$ cat src/rtl/voice_mixer_n.sv
// rtl/voice_mixer_n.sv - parametrised stereo voice mixer with pan, ramped master volume and saturation
//
// Ports:
//   sCLK_XVXENVS  clock
//   reset_data_N  asynchronous active-low reset
//   smp_*         one oscillator sample per cycle (valid, voice, osc, envelope level, sine value)
//   mute          forces the master-volume ramp target to zero
//   reg_*         parameter write port into the shadow set
//                 (osc register: osc*16+2 level, osc*16+7 pan; common register: 1 = master volume)
//   lsound_out, rsound_out, clip_l, clip_r, out_valid   one mixed stereo sample per frame
module voice_mixer_n #(
  parameter int VOICES    = 8,
  parameter int V_OSC     = 4,
  parameter int AUDIO_W   = 24,
  parameter int ACC_W     = 48,
  parameter int OUT_SHIFT = 26,
  parameter int VW        = (VOICES > 1) ? $clog2(VOICES) : 1,
  parameter int OW        = (V_OSC > 1) ? $clog2(V_OSC) : 1
) (
  input  logic                      sCLK_XVXENVS,
  input  logic                      reset_data_N,
  input  logic                      smp_valid,
  input  logic [VW-1:0]             smp_voice,
  input  logic [OW-1:0]             smp_osc,
  input  logic signed [7:0]         smp_level,
  input  logic signed [16:0]        smp_sine,
  input  logic                      mute,
  input  logic                      reg_we,
  input  logic                      reg_com,
  input  logic [OW+3:0]             reg_adr,
  input  logic signed [7:0]         reg_wdata,
  output logic signed [AUDIO_W-1:0] lsound_out,
  output logic signed [AUDIO_W-1:0] rsound_out,
  output logic                      out_valid,
  output logic                      clip_l,
  output logic                      clip_r
);

  localparam int FW = ACC_W + 8;
  localparam logic [VW:0] VOICES_W = (VW+1)'(VOICES);
  localparam logic [OW:0] V_OSC_W  = (OW+1)'(V_OSC);
  localparam logic signed [FW-1:0] SAT_MAX = (FW'(1) <<< (AUDIO_W-1)) - FW'(1);
  localparam logic signed [FW-1:0] SAT_MIN = -SAT_MAX - FW'(1);

  // shadow (written by the register port) and active (used by the datapath) parameter sets
  logic signed [7:0] lvl_sh  [V_OSC];
  logic signed [7:0] pan_sh  [V_OSC];
  logic signed [7:0] lvl_act [V_OSC];
  logic signed [7:0] pan_act [V_OSC];
  logic signed [7:0] m_vol_sh;
  logic signed [7:0] m_vol_cur;
  logic signed [7:0] m_vol_tgt;

  // pipeline registers
  logic                    s0_vld, s0_last, s1_vld, s1_last, s2_vld, s2_last;
  logic [OW-1:0]           s0_osc, s1_osc, s2_osc;
  logic signed [7:0]       s0_level;
  logic signed [16:0]      s0_sine;
  logic signed [24:0]      s1_p1;
  logic signed [32:0]      s2_p2;
  logic signed [ACC_W-1:0] acc_l, acc_r, tot_l, tot_r;
  logic                    tot_vld, f1_vld;
  logic signed [FW-1:0]    f1_l, f1_r;

  logic                    accept, is_last;
  logic signed [7:0]       pan_raw;
  logic [6:0]              pan_c, w_l;
  logic signed [40:0]      prod_l, prod_r;
  logic signed [ACC_W-1:0] sum_l, sum_r;
  logic signed [FW-1:0]    sh_l, sh_r;
  logic [AUDIO_W:0]        sat_l, sat_r;

  function automatic logic [AUDIO_W:0] saturate(input logic signed [FW-1:0] v);
    logic [AUDIO_W:0] r;
    if (v > SAT_MAX)      r = {1'b1, SAT_MAX[AUDIO_W-1:0]};
    else if (v < SAT_MIN) r = {1'b1, SAT_MIN[AUDIO_W-1:0]};
    else                  r = {1'b0, v[AUDIO_W-1:0]};
    return r;
  endfunction

  assign accept  = smp_valid && ({1'b0, smp_voice} < VOICES_W);
  assign is_last = (smp_voice == VW'(VOICES-1)) && (smp_osc == OW'(V_OSC-1));

  // negative pan reads as hard left
  assign pan_raw = pan_act[s2_osc];
  assign pan_c   = pan_raw[7] ? 7'd0 : pan_raw[6:0];
  assign w_l     = 7'd127 - pan_c;
  assign prod_l  = 41'(s2_p2) * 41'($signed({2'b00, w_l}));
  assign prod_r  = 41'(s2_p2) * 41'($signed({2'b00, pan_c}));
  assign sum_l   = acc_l + ACC_W'(prod_l);
  assign sum_r   = acc_r + ACC_W'(prod_r);

  assign sh_l  = f1_l >>> OUT_SHIFT;
  assign sh_r  = f1_r >>> OUT_SHIFT;
  assign sat_l = saturate(sh_l);
  assign sat_r = saturate(sh_r);

  // the ramp aims at the master volume that becomes active with this frame's load
  assign m_vol_tgt = mute ? 8'sh00 : m_vol_sh;

  always_ff @(posedge sCLK_XVXENVS or negedge reset_data_N) begin
    if (!reset_data_N) begin
      for (int i = 0; i < V_OSC; i++) begin
        lvl_sh[i] <= (i < 2) ? 8'sh40 : 8'sh00;
        pan_sh[i] <= 8'sh40;
      end
      m_vol_sh <= 8'sh40;
    end else if (reg_we) begin
      if (reg_com) begin
        if (reg_adr == (OW+4)'(1)) m_vol_sh <= reg_wdata;
      end else if ({1'b0, reg_adr[OW+3:4]} < V_OSC_W) begin
        case (reg_adr[3:0])
          4'd2:    lvl_sh[reg_adr[OW+3:4]] <= reg_wdata;
          4'd7:    pan_sh[reg_adr[OW+3:4]] <= reg_wdata;
          default: ;
        endcase
      end
    end
  end

  // active set and volume ramp advance together with the output strobe
  always_ff @(posedge sCLK_XVXENVS or negedge reset_data_N) begin
    if (!reset_data_N) begin
      for (int i = 0; i < V_OSC; i++) begin
        lvl_act[i] <= (i < 2) ? 8'sh40 : 8'sh00;
        pan_act[i] <= 8'sh40;
      end
      m_vol_cur <= 8'sh40;
    end else if (f1_vld) begin
      lvl_act <= lvl_sh;
      pan_act <= pan_sh;
      if (m_vol_cur < m_vol_tgt)      m_vol_cur <= m_vol_cur + 8'sd1;
      else if (m_vol_cur > m_vol_tgt) m_vol_cur <= m_vol_cur - 8'sd1;
    end
  end

  always_ff @(posedge sCLK_XVXENVS or negedge reset_data_N) begin
    if (!reset_data_N) begin
      s0_vld <= 1'b0;  s0_last <= 1'b0; s0_osc <= '0; s0_level <= '0; s0_sine <= '0;
      s1_vld <= 1'b0;  s1_last <= 1'b0; s1_osc <= '0; s1_p1 <= '0;
      s2_vld <= 1'b0;  s2_last <= 1'b0; s2_osc <= '0; s2_p2 <= '0;
      acc_l <= '0;     acc_r <= '0;     tot_l <= '0;  tot_r <= '0; tot_vld <= 1'b0;
      f1_l <= '0;      f1_r <= '0;      f1_vld <= 1'b0;
      lsound_out <= '0; rsound_out <= '0; out_valid <= 1'b0; clip_l <= 1'b0; clip_r <= 1'b0;
    end else begin
      s0_vld   <= accept;
      s0_last  <= accept && is_last;
      s0_osc   <= smp_osc;
      s0_level <= smp_level;
      s0_sine  <= smp_sine;

      s1_vld  <= s0_vld;
      s1_last <= s0_last;
      s1_osc  <= s0_osc;
      s1_p1   <= 25'(s0_level) * 25'(s0_sine);

      s2_vld  <= s1_vld;
      s2_last <= s1_last;
      s2_osc  <= s1_osc;
      s2_p2   <= 33'(s1_p1) * 33'(lvl_act[s1_osc]);

      // the frame total is parked in tot_* so the accumulator restarts from zero
      // and the next frame's first sample can accumulate on the very next cycle
      tot_vld <= s2_vld && s2_last;
      if (s2_vld) begin
        if (s2_last) begin
          tot_l <= sum_l;
          tot_r <= sum_r;
          acc_l <= '0;
          acc_r <= '0;
        end else begin
          acc_l <= sum_l;
          acc_r <= sum_r;
        end
      end

      f1_vld <= tot_vld;
      if (tot_vld) begin
        f1_l <= FW'(tot_l) * FW'(m_vol_cur);
        f1_r <= FW'(tot_r) * FW'(m_vol_cur);
      end

      out_valid <= f1_vld;
      if (f1_vld) begin
        lsound_out <= sat_l[AUDIO_W-1:0];
        rsound_out <= sat_r[AUDIO_W-1:0];
        clip_l     <= sat_l[AUDIO_W];
        clip_r     <= sat_r[AUDIO_W];
      end
    end
  end

endmodule

$ cat config.mk
export PLATFORM = sky130hd
export DESIGN_NAME = voice_mixer_n
export DESIGN_NICKNAME = d
export VERILOG_FILES = /design/src/rtl/voice_mixer_n.sv
export SDC_FILE = /design/constraint.sdc
export NUM_CORES = 2
export LEC_CHECK = 0
export BUFFER_PORTS_ARGS = -buffer_cell sky130_fd_sc_hd__clkbuf_2
export CORE_ASPECT_RATIO = 0.9
export CORE_UTILIZATION = 30
export DETAILED_ROUTE_END_ITERATION = 10
export RECOVER_POWER = 100
export SLEW_MARGIN = 20
export SYNTH_ARGS = -nofsm -noshare
export SYNTH_HDL_FRONTEND = slang
export SYNTH_SLANG_ARGS = --single-unit
$ cat constraint.sdc
create_clock -name sCLK_XVXENVS -period 7.8 [get_ports sCLK_XVXENVS]
set_clock_uncertainty 0.15 [all_clocks]
set_input_delay 0.39 -clock sCLK_XVXENVS [delete_from_list [all_inputs] [get_ports sCLK_XVXENVS]]
set_output_delay 0.39 -clock sCLK_XVXENVS [all_outputs]
set_load 0.1 [all_outputs]
==> results.py <==
metrics = {
    "status": {
        "status": "finished, violations left",
        "violations": "max-capacitance violations, max-slew violations",
    },
    "cells_and_area": {
        "antenna_cells": 0,
        "drive_above_1_share_pct": 6.598,
        "fillers": 26020,
        "syn_to_final_growth_pct": 9.083,
        "stdcell_area_um2": 83280,
        "nets": 9886,
    },
    "sta": {
        "whs_ns": 0.04982,
        "setup_violations": 0,
        "min_period_ns": 7.518,
        "slew_violations": 553,
        "worst_pin_slew_ns": 5.489,
        "worst_slew_margin_rel_pct": -265.9,
        "min_period_over_period_pct": 96.39,
        "rsz0062_at_grt": "no",
        "fin_setup_tns_ns": 0,
        "hold_viol_final": 0,
        "fmax_mhz": 133.0,
    },
    "detailed_routing": {
        "routed_wl_um": 186200,
        "wl_met2_um": 82870,
        "wire_per_inst_um": 16.34,
        "drt_first_pass_iters": 5,
        "drc": 0,
        "met3WireLength_um": 10410,
        "vias": 52550,
        "ant_nets": 0,
        "met1_length_um": 89810,
        "detail_route.vias_per_cell": 4.612,
        "top_layer": "met5",
        "dr.first_iter.drc_count": 3063,
    },
    "clock_network": {
        "clkSinkCount": 544,
        "cts-root-buf": "clkbuf_16",
        "cts_tree": "yes",
        "clockBufferDepth": 3,
        "htree_levels": 3,
        "cts_made_buffers": 68,
        "clk_latency_ns": 0.68,
        "path_clk_slew_ns": 0.06,
    },
    "global_routing": {
        "antenna_found_initial": 9,
        "grt_max_degree": 153,
        "grt_pass1_wl_um": 308000,
        "grt_pass1_vias": 56590,
        "grt_use_total_pct": 14.84,
        "gr-total-overflow": 0,
    },
    "logic_synthesis": {
        "seq_area_frac_synth_pct": 17.85,
        "synth_nets": 9920,
        "synth_enable_flop_cells": 0,
        "synthCells": 8013,
        "synth_top_area_cell": "fa_1",
        "yosys_warnings": 0,
        "synthTopCellsByArea": "fa_1 35%, dfrtp_1 17%, inv_1 9.0%, ha_1 8.6%, and2_1 7.6%",
        "synth-seq-cells": 544,
        "netlist_top_cells_count": "1,831 x inv_1, 1,333 x fa_1, 925 x and2_1",
        "async_flop_share_pct": 100.0,
        "syn_avg_cell_area_um2": 9.528,
        "synth-main-ff-cell": "dfrtp_1",
        "synth_top_area_share_pct": 34.95,
        "synth_cell_types": 85,
        "synth.most_common_cell": "inv_1",
        "syn_area_um2": 76350,
    },
    "floorplanning": {
        "core_um2": 252900,
        "die_area_um2": 256500,
        "num_io_pins": 101,
        "start_util_pct": 30.19,
        "die_w_um": 533.8,
        "rows": 175,
        "die_h_um": 480.6,
    },
    "power": {
        "power_leakage_uw": 0.04140,
        "finalPower_uw": 33300,
        "peakVddDrop_mv": 0.6088,
        "power_density_nw_per_um2": 399.9,
    },
    "placement": {
        "port_buffers": 100,
        "dp_hpwl_um": 146400,
        "placed_area_um2": 80710,
        "place.gp.congestion": 0.8734,
    },
    "setup_path": {
        "criticalPathCategory": "reg -> reg",
        "timing.critical_path.mode_cell": "fa_1",
        "critPathRequiredTime_ns": 8.20,
        "critPathMaxFanout": 19,
        "worstSetupStartpointType": "register",
        "critPathBufInv": 6,
        "critPathMaxStageDelay_ns": 0.61,
        "slowest_stage": "mux4_2",
        "cp_cell_sequence": "mux4_2 -> buf_4 -> a211oi_1 -> buf_4 -> buf_4 -> nand2_1 -> fa_1 -> inv_1 -> fa_1 -> fa_1 -> inv_1 -> fa_1 -> inv_1 -> ha_1 -> a21o_1 -> a211oi_1 -> o21ai_0 -> a41o_1 -> o31a_1 -> a31oi_1 -> o31ai_2 -> a21boi_0 -> xnor2_1 -> a31o_1",
        "crit_arrival_ns": 7.92,
        "crit_path_end_kind": "register",
        "critPathTopFamily": "compound AO/OA/AOI/OAI gates",
    },
    "job": {
        "drv_cap": 9,
    },
    "min_path": {
        "min_path_type": "in -> reg",
    },
}
placed cells by master (no fill, tap or decap), drive strengths merged, types with 23 or more instances in the layout:
master / n
a211oi: 27
a21o: 123
a21oi: 193
a31oi: 23
and2: 925
and3: 25
buf: 70
clkbuf: 203
dfrtp: 530
dlygate4sd3: 34
fa: 1333
ha: 524
inv: 1844
mux2: 204
nand2: 662
nand2b: 78
nand3: 48
nand4: 30
nor2: 195
nor2b: 110
o211ai: 56
o21a: 23
o21ai: 232
o21bai: 32
o22ai: 75
xnor2: 158
xor2: 73
through the flow:
stage	cells	setup WS, ns	util, %
2_1_floorplan	8013	0.4819	-
3_3_place_gp	11230	0.3038	31.91
3_5_place_dp	11230	0.1486	31.91
4_1_cts	11390	0.1109	32.99
5_1_grt	11400	0.01010	32.93
6_report	11400	0.2819	32.93
routing by layer:
metal	GRT usage, %	vias to the layer above
met3	2.440	183
li1	-	24180
met2	23.45	1165
met5	0	-
met1	21.41	27020
met4	2.813	6
power breakdown:
part	switching, uW	internal (uW)
clock	1400	2010
combinational	15100	9850
sequential	1370	3610
path summary, 6_finish.rpt:
check	start	to	slack (ns)	cells after the start
setup / recovery	s2_osc[0]	acc_r[42]	0.28	24
hold / removal	reg_wdata[0]	lvl_sh[16]	0.05	2
setup reg to reg	s2_osc[0]	acc_r[42]	0.28	24
hold reg to reg	s0_last	s1_last	0.20	0
max in group asynchronous	reset_data_N	f1_l[38]	1.47	3
min in group asynchronous	reset_data_N	rsound_out[3]	2.13	2
area by class of cell:
cell class,instances,area (um2),share of cell area (%)
sequential,544,13640,16.38
inverter,1834,6884,8.266
clock buffer,88,1887,2.266
timing repair buffer,219,1488,1.786
clock inverter,36,501.7,0.6025
tap,3363,4208,5.053
multi-input combinational,5312,54670,65.64
what timing repair did:
| action | 4_1_cts | 5_1_grt |
|---|---|---|
| resized for setup | 0 | 10 |
| hold buffers | 34 | 0 |
| buffers inserted | 0 | 5 |
| setup endpoints to repair | 0 | 34 |
| endpoints found under the hold margin | 131 | 0 |
registers in the layout, indices dropped and copies added (netlist names), 2 cells and up:
name        count
s0_osc          2
lvl_act        32
s1_p1          25
s2_p2          33
s0_sine        17
acc_r          48
f1_l           30
acc_l          48
lvl_sh         32
m_vol_sh        8
pan_sh         32
tot_r          48
s1_osc          2
pan_act        32
f1_r           30
lsound_out     24
s2_osc          2
rsound_out     24
m_vol_cur       8
tot_l          48
s0_level        8
kinds of logic after synthesis:
kind of cell             share of synthesized area (%)
adder cells (fa/ha/maj)                          43.54
AND/OR/NAND/NOR                                  14.58
AO/OA/AOI/OAI                                    7.377
buffers and inverters                            10.61
multiplexers                                     3.388
XOR/XNOR                                         2.650
flip-flops                                       17.85
Power figures use the tool's default switching activity.
